--- src/rtl/ulpi_pkg.sv ---
// ulpi_pkg: command codes, register addresses, abort byte and FSM encoding
// shared by the ULPI link and the PHY responder.
package ulpi_pkg;
  localparam logic [1:0] CMD_IDLE = 2'b00;
  localparam logic [1:0] CMD_TX   = 2'b01;
  localparam logic [1:0] CMD_REGW = 2'b10;
  localparam logic [1:0] CMD_REGR = 2'b11;
  localparam logic [5:0] ADDR_VID_LO = 6'h00;
  localparam logic [5:0] ADDR_VID_HI = 6'h01;
  localparam logic [5:0] ADDR_PID_LO = 6'h02;
  localparam logic [5:0] ADDR_PID_HI = 6'h03;
  localparam logic [7:0] ABORT_BYTE = 8'hFF;
  typedef enum logic [3:0] {
    S_IDLE, S_CMD_ACK, S_REGW_DATA, S_REGW_STP, S_REGR_TURN, S_REGR_DATA,
    S_TX_DATA, S_RX_TURN, S_RX_DATA, S_RXCMD_TURN, S_RXCMD_DATA
  } state_t;
  function automatic logic [7:0] pid_byte(input logic [3:0] pid);
    return {~pid, pid};
  endfunction
endpackage

--- src/rtl/ulpi_reg_file.sv ---
// ulpi_reg_file: 64x8 PHY register map; the four ID bytes are read-only constants.
module ulpi_reg_file
  import ulpi_pkg::*;
#(
  parameter logic [15:0] VENDOR_ID  = 16'h0424,
  parameter logic [15:0] PRODUCT_ID = 16'h0009
) (
  input  logic       clk_i,
  input  logic       rst_n_i,
  input  logic       we_i,
  input  logic [5:0] waddr_i,
  input  logic [7:0] wdata_i,
  input  logic [5:0] raddr_i,
  output logic [7:0] rdata_o
);
  logic [7:0] mem_q [64];
  always_ff @(posedge clk_i or negedge rst_n_i)
    if (!rst_n_i) for (int i = 0; i < 64; i++) mem_q[i] <= '0;
    else if (we_i && waddr_i > ADDR_PID_HI) mem_q[waddr_i] <= wdata_i;
  always_comb
    rdata_o = raddr_i == ADDR_VID_LO ? VENDOR_ID[7:0]   :
              raddr_i == ADDR_VID_HI ? VENDOR_ID[15:8]  :
              raddr_i == ADDR_PID_LO ? PRODUCT_ID[7:0]  :
              raddr_i == ADDR_PID_HI ? PRODUCT_ID[15:8] : mem_q[raddr_i];
endmodule

--- src/rtl/ulpi_phy_responder.sv ---
// ulpi_phy_responder: ULPI PHY model answering link TX CMDs and injecting
// RX packets / line-state RX CMDs; every output is a register.
module ulpi_phy_responder
  import ulpi_pkg::*;
#(
  parameter logic [15:0] VENDOR_ID  = 16'h0424,
  parameter logic [15:0] PRODUCT_ID = 16'h0009
) (
  input  logic       ulpi_clk_i,
  input  logic       ulpi_rst_n_i,
  input  logic [7:0] ulpi_data_i,
  output logic [7:0] ulpi_data_o,
  output logic       ulpi_dir_o,
  output logic       ulpi_nxt_o,
  input  logic       ulpi_stp_i,
  input  logic [1:0] linestate_i,
  input  logic [7:0] rx_data_i,
  input  logic       rx_valid_i,
  input  logic       rx_last_i,
  output logic       rx_ready_o,
  output logic [7:0] tx_data_o,
  output logic       tx_valid_o,
  output logic       tx_eop_o,
  output logic       tx_abort_o
);
  state_t state_q, state_d;
  logic [7:0] cmd_q, cmd_d, hold_q, hold_d, dout_q, dout_d, txd_q, txd_d, rdata, ls_cmd;
  logic [1:0] ls_q, ls_d;
  logic dir_q, dir_d, nxt_q, nxt_d, rdy_q, rdy_d, txv_q, txv_d;
  logic eop_q, eop_d, abt_q, abt_d, last_q, last_d, consume, rx_acc;
  assign consume = nxt_q && !dir_q && !ulpi_stp_i;
  assign rx_acc  = rx_valid_i && rdy_q;
  assign ls_cmd  = {6'b0, linestate_i};
  ulpi_reg_file #(.VENDOR_ID(VENDOR_ID), .PRODUCT_ID(PRODUCT_ID)) u_regs (
    .clk_i(ulpi_clk_i), .rst_n_i(ulpi_rst_n_i),
    .we_i(state_q == S_REGW_DATA && consume), .waddr_i(cmd_q[5:0]), .wdata_i(ulpi_data_i),
    .raddr_i(cmd_q[5:0]), .rdata_o(rdata)
  );
  // Outputs are computed for the state being entered, then registered.
  always_comb begin
    state_d = state_q;
    cmd_d = cmd_q;
    hold_d = hold_q;
    ls_d = ls_q;
    txd_d = txd_q;
    dout_d = '0;
    dir_d = 1'b0;
    nxt_d = 1'b0;
    rdy_d = 1'b0;
    txv_d = 1'b0;
    eop_d = 1'b0;
    abt_d = 1'b0;
    last_d = 1'b0;
    case (state_q)
      S_IDLE:
        if (ulpi_data_i != '0) begin
          state_d = S_CMD_ACK;
          cmd_d = ulpi_data_i;
          nxt_d = 1'b1;
        end else if (rx_valid_i) begin
          state_d = S_RX_TURN;
          dir_d = 1'b1;
          rdy_d = 1'b1;
        end else if (linestate_i != ls_q) begin
          state_d = S_RXCMD_TURN;
          dir_d = 1'b1;
        end
      S_CMD_ACK: begin
        hold_d = pid_byte(cmd_q[3:0]);
        state_d = cmd_q[7:6] == CMD_TX   ? S_TX_DATA   :
                  cmd_q[7:6] == CMD_REGW ? S_REGW_DATA :
                  cmd_q[7:6] == CMD_REGR ? S_REGR_TURN : S_IDLE;
        nxt_d = cmd_q[7:6] == CMD_TX || cmd_q[7:6] == CMD_REGW;
        dir_d = cmd_q[7:6] == CMD_REGR && cmd_q[7:6] != CMD_IDLE;
      end
      S_REGW_DATA: state_d = S_REGW_STP;
      S_REGW_STP:  state_d = S_IDLE;
      S_REGR_TURN: begin
        state_d = S_REGR_DATA;
        dir_d = 1'b1;
        dout_d = rdata;
      end
      S_REGR_DATA: state_d = S_IDLE;
      // The held byte lags consumption by one, so STP can still tag or drop it.
      S_TX_DATA: begin
        txd_d = hold_q;
        if (ulpi_stp_i) begin
          state_d = S_IDLE;
          abt_d = ulpi_data_i == ABORT_BYTE;
          txv_d = ulpi_data_i != ABORT_BYTE;
          eop_d = ulpi_data_i != ABORT_BYTE;
        end else begin
          nxt_d = 1'b1;
          txv_d = 1'b1;
          hold_d = ulpi_data_i;
        end
      end
      S_RX_TURN, S_RX_DATA:
        if (state_q == S_RX_DATA && last_q) state_d = S_IDLE;
        else begin
          state_d = S_RX_DATA;
          dir_d = 1'b1;
          nxt_d = rx_acc;
          dout_d = rx_acc ? rx_data_i : ls_cmd;
          last_d = rx_acc && rx_last_i;
          rdy_d = !(rx_acc && rx_last_i);
        end
      S_RXCMD_TURN: begin
        state_d = S_RXCMD_DATA;
        dir_d = 1'b1;
        dout_d = ls_cmd;
        ls_d = linestate_i;
      end
      S_RXCMD_DATA: state_d = S_IDLE;
      default: state_d = S_IDLE;
    endcase
  end
  always_ff @(posedge ulpi_clk_i or negedge ulpi_rst_n_i)
    if (!ulpi_rst_n_i) begin
      state_q <= S_IDLE;
      cmd_q <= '0;
      hold_q <= '0;
      ls_q <= '0;
      txd_q <= '0;
      dout_q <= '0;
      dir_q <= 1'b0;
      nxt_q <= 1'b0;
      rdy_q <= 1'b0;
      txv_q <= 1'b0;
      eop_q <= 1'b0;
      abt_q <= 1'b0;
      last_q <= 1'b0;
    end else begin
      state_q <= state_d;
      cmd_q <= cmd_d;
      hold_q <= hold_d;
      ls_q <= ls_d;
      txd_q <= txd_d;
      dout_q <= dout_d;
      dir_q <= dir_d;
      nxt_q <= nxt_d;
      rdy_q <= rdy_d;
      txv_q <= txv_d;
      eop_q <= eop_d;
      abt_q <= abt_d;
      last_q <= last_d;
    end
  assign ulpi_data_o = dout_q;
  assign ulpi_dir_o  = dir_q;
  assign ulpi_nxt_o  = nxt_q;
  assign rx_ready_o  = rdy_q;
  assign tx_data_o   = txd_q;
  assign tx_valid_o  = txv_q;
  assign tx_eop_o    = eop_q;
  assign tx_abort_o  = abt_q;
endmodule

--- config.mk ---
export PLATFORM = sky130hd
export DESIGN_NAME = ulpi_phy_responder
export DESIGN_NICKNAME = d
export VERILOG_FILES = /design/src/rtl/ulpi_pkg.sv /design/src/rtl/ulpi_reg_file.sv /design/src/rtl/ulpi_phy_responder.sv
export SDC_FILE = /design/constraint.sdc
export NUM_CORES = 1
export LEC_CHECK = 0
export ABC_CLOCK_PERIOD_IN_PS = 3800
export BUFFER_PORTS_ARGS = -buffer_cell sky130_fd_sc_hd__buf_2
export CAP_MARGIN = 15
export CORE_ASPECT_RATIO = 0.75
export CORE_MARGIN = 3
export CORE_UTILIZATION = 45
export DETAILED_ROUTE_END_ITERATION = 16
export SLEW_MARGIN = 20
export SYNTH_ARGS = -nofsm -noshare
export SYNTH_HDL_FRONTEND = slang
export SYNTH_SLANG_ARGS = --single-unit
--- constraint.sdc ---
create_clock -name ulpi_clk_i -period 3.8 [get_ports ulpi_clk_i]
set_clock_uncertainty 0.15 [all_clocks]
set_input_delay 0.19 -clock ulpi_clk_i [delete_from_list [all_inputs] [get_ports ulpi_clk_i]]
set_output_delay 0.19 -clock ulpi_clk_i [all_outputs]
set_load 0.01 [all_outputs]
==> reports/summary.txt <==
====================================================================================================
Post-route cell area                                                                    0.0285 sq mm
Total congestion overflow                                                                          0
Area growth from synthesis to final layout                                                     12.5%
Share of async-settable or async-resettable flops after synthesis                               1.00
CTS resizes                                                                                        0
Netlist area before placement                                                           0.0253 sq mm
Layout cell share with drive strength beyond 1                                                 0.455
Post-DR wirelength/cell                                                                 27.2 microns
Drc violations                                                                                     0
Post-DP HPWL                                                                            46500 microns
Classification of the worst-slack hold path                                                in -> reg
Part of the cycle the worst path needs                                                         0.861
Syn nets                                                                                        1839
Yosys reg bits                                                                                   553
Cell leakage power                                                                           13.7 nW
Count of maximum capacitance violations                                                            0
Number of global-route vias before repair                                                      16000
Largest net degree at the start of global routing                                                106
Initial antenna violation count                                                                    1
Result of the run                                                                       finished clean
Req. time, crit path                                                                         4.12 ns
Ant diodes                                                                                         0
Average instance area after synthesis                                                     14.0 sq um
Overall die area                                                                        0.0592 sq mm
RSZ-0062 raised after global routing                                                           false
Number of nets in the layout                                                                    1868
Final total negative setup slack                                                                0 ns
Adder-cell area share of the yosys netlist                                                   0.00148
Worst slack on hold paths                                                                  0.0261 ns
Worst-case clock buffer depth                                                                      3
Count of buffers inserted at the top-level ports                                                  44
Vias per cell                                                                                   6.08
First-pass GRT wire length                                                              107000 microns
Leading register cell type out of synthesis                                                  dfrtp_1
EDFF count, synth                                                                                  0
Total design power                                                                          0.0171 W
Clock period minus final worst setup slack                                                   3.27 ns
Power density of the placed cells                                                        599 mW/mm^2
Arrival time at the worst endpoint                                                           3.59 ns
Number of violations reported at the end of detailed-routing iteration 0                        1292
Fraction of synthesized cell area in xor and xnor cells                                     0.000691
DR vias                                                                                        15800
Placed instance area                                                                    0.0264 sq mm
Total setup violations reported at the end of the flow                                             0
Clock-pin slew reported for the worst setup and hold paths after clock tree synthesis        0.07 ns
Total count of hold-check failures in the final report                                             0
Clock Root Buffer                                                                          clkbuf_16
Maximum ir drop on the vdd rail                                                           0.000356 V
Total number of H-tree levels                                                                      2
TritonCTS Sinks                                                                                  553
Number of cells produced by synthesis                                                           1813
Main combinational cell family by area after synthesis                                  multiplexers
Std-Cell Core Area                                                                      0.0551 sq mm
Endpoint kind of the worst setup timing path                                                    flop
Number of buffers created by CTS                                                                  54
Initial DRT Pass Iterations                                                                        5
Routability cong.                                                                              0.904
Number of primary I/O pins                                                                        45
Simple-gate share of the synthesized area                                                     0.0519
Total number of yosys warnings                                                                     0
Source-to-sink clock delay at the later pin of the worst-skew pair                           0.61 ns
GRT Total Usage                                                                                0.242
Chip Height                                                                              211 microns
Cell total after placement                                                                      2488
Share of the synthesized area in compound gates (AO/OA/AOI/OAI)                               0.0511
Aggregate routed wire length                                                            70900 microns
Post-layout instance count excluding filler cells                                               2605
Normalized max-slew margin                                                                     0.348
Die X-Extent                                                                             280 microns
Tightest Pin Transition                                                                     0.975 ns
Floorplan row count                                                                               74
Antenna Violating Nets Remaining                                                                   0
Initial Util                                                                                   0.460
Peak clock frequency supported by timing                                                     306 MHz
Number of distinct library cells after synthesis                                                  66
Final-report max-slew violation count                                                              0
Seq/Total Area, Yosys                                                                          0.546
CTS tree                                                                                         yes
Maximum fanout along the worst path                                                               27
Portion of netlist area occupied by mux cells                                                  0.319
Startpoint class of the critical path                                                           flop
Critical path start-end classification                                                    reg -> reg
====================================================================================================
Yosys cell counts, drive strengths merged (5+ instances only):
library cell	n	area share
mux2	514	0.23
inv	14	0.0021
mux2i	70	0.028
o22ai	28	0.0069
nand3	6	0.0012
nor2	77	0.016
nor3	13	0.0028
o21ai	36	0.0071
o221a	11	0.0049
mux4	71	0.063
o211ai	12	0.0036
a2bb2oi	9	0.0031
nand2b	9	0.0025
dfrtp	553	0.55
nand4	11	0.0049
o2111ai	5	0.0017
a21oi	27	0.0055
or3	6	0.0015
a31oi	7	0.0017
o221ai	19	0.0066
nand2	91	0.014
clkbuf	105	0.016
buf	53	0.012
nor2b	8	0.0020
timing repair:
item                                   4_1_cts  5_1_grt
hold buffers                                20        0
setup buffers                                0        0
endpoints found under the hold margin      115        0
final cells by class:
| cell class | instances | area [sq um] |
|---|---|---|
| Sequential cell | 553 | 13800 |
| Timing Repair Buffer | 131 | 1060 |
| Clock buffer | 83 | 1680 |
| Fill cell | 4616 | 26600 |
| Inverter | 14 | 52.6 |
| Multi-Input combinational cell | 1088 | 10800 |
| Clock inverter | 14 | 204 |
| Tap cell | 722 | 903 |
power by group:
part | internal [W] | switching [W] | leakage (nW)
Combinational | 0.00172 | 0.00276 | 5.08
Sequential | 0.00638 | 0.000500 | 7.66
Clock | 0.00337 | 0.00234 | 0.930
Total | 0.0115 | 0.00560 | 13.7
logic make-up after synthesis:
logic type,Yosys count
adder cells (fa/ha/maj),3
multiplexers,655
AND/OR/NAND/NOR,244
buffers and inverters,172
XOR/XNOR,2
flip-flops,553
AO/OA/AOI/OAI,184
per-layer routing:
metal	global-route usage	wire, microns
met3	0.0472	4710
met4	0.0522	1400
met5	0	0
met1	0.379	34100
met2	0.348	30700
cells in the final DEF (no fill, tap or decap), types with 5 or more instances in the layout:
master	synthesis	routed
a21oi_1	26	26
o221a_2	11	11
mux2_2	503	503
bufinv_16	0	5
clkbuf_1	105	8
nor2b_1	8	8
dfrtp_1	553	549
mux2_1	11	11
o2111ai_1	5	5
o211ai_1	12	12
a2bb2oi_1	9	9
clkbuf_8	0	20
nand3_1	6	6
inv_1	13	13
nor2_2	44	44
clkbuf_16	0	55
nand2b_1	8	8
nand4_1	5	5
o22ai_1	28	28
nor3_1	12	12
a31oi_1	7	7
clkinv_2	0	6
or3_1	6	6
o21ai_0	36	36
buf_2	26	43
buf_12	0	10
nor2_1	33	33
nand2_2	8	8
mux2i_1	70	70
dlygate4sd3_1	0	20
buf_4	14	57
nand2_1	83	83
o221ai_1	19	19
mux4_2	71	71
path summary, 6_finish.rpt:
path / slack [ns] / cells past startpoint / to / from
max: 0.53 / 6 / ulpi_data_o[0] / cmd_q[1]
min: 0.03 / 3 / cmd_q[2] / ulpi_data_i[2]
max reg2reg: 0.53 / 6 / ulpi_data_o[0] / cmd_q[1]
min reg2reg: 0.22 / 0 / u_regs.mem_q[505] / u_regs.mem_q[505]
max in group asynchronous: 2.34 / 3 / tx_data_o[0] / ulpi_rst_n_i
min in group asynchronous: 0.07 / 2 / u_regs.mem_q[415] / ulpi_rst_n_i
sequential cells by signal, indices dropped and copies added, names as in the netlist:
signal	count
u_regs.mem_q	508
cmd_q	8
hold_q	8
tx_data_o	8
ulpi_data_o	8
state_q	4
ls_q	2
last_q	1
rx_ready_o	1
tx_abort_o	1
tx_eop_o	1
tx_valid_o	1
ulpi_dir_o	1
ulpi_nxt_o	1
critical path, stage by stage, from the launching register on:
cell and delay [ns]:
dfrtp_4 0.77, nand2_1 0.69, o221a_2 0.53, o221ai_1 0.40
o211ai_1 0.16, nor4b_1 0.30, o21ai_0 0.11
through the flow:
stage | util | setup WS, ns
finish | 0.517 | 0.529
global route | 0.517 | 0.424
CTS | 0.517 | 0.589
detailed placement | 0.480 | 0.610
global placement | 0.480 | 0.631
floorplan | - | 1.52
Power figures use the tool's default switching activity.
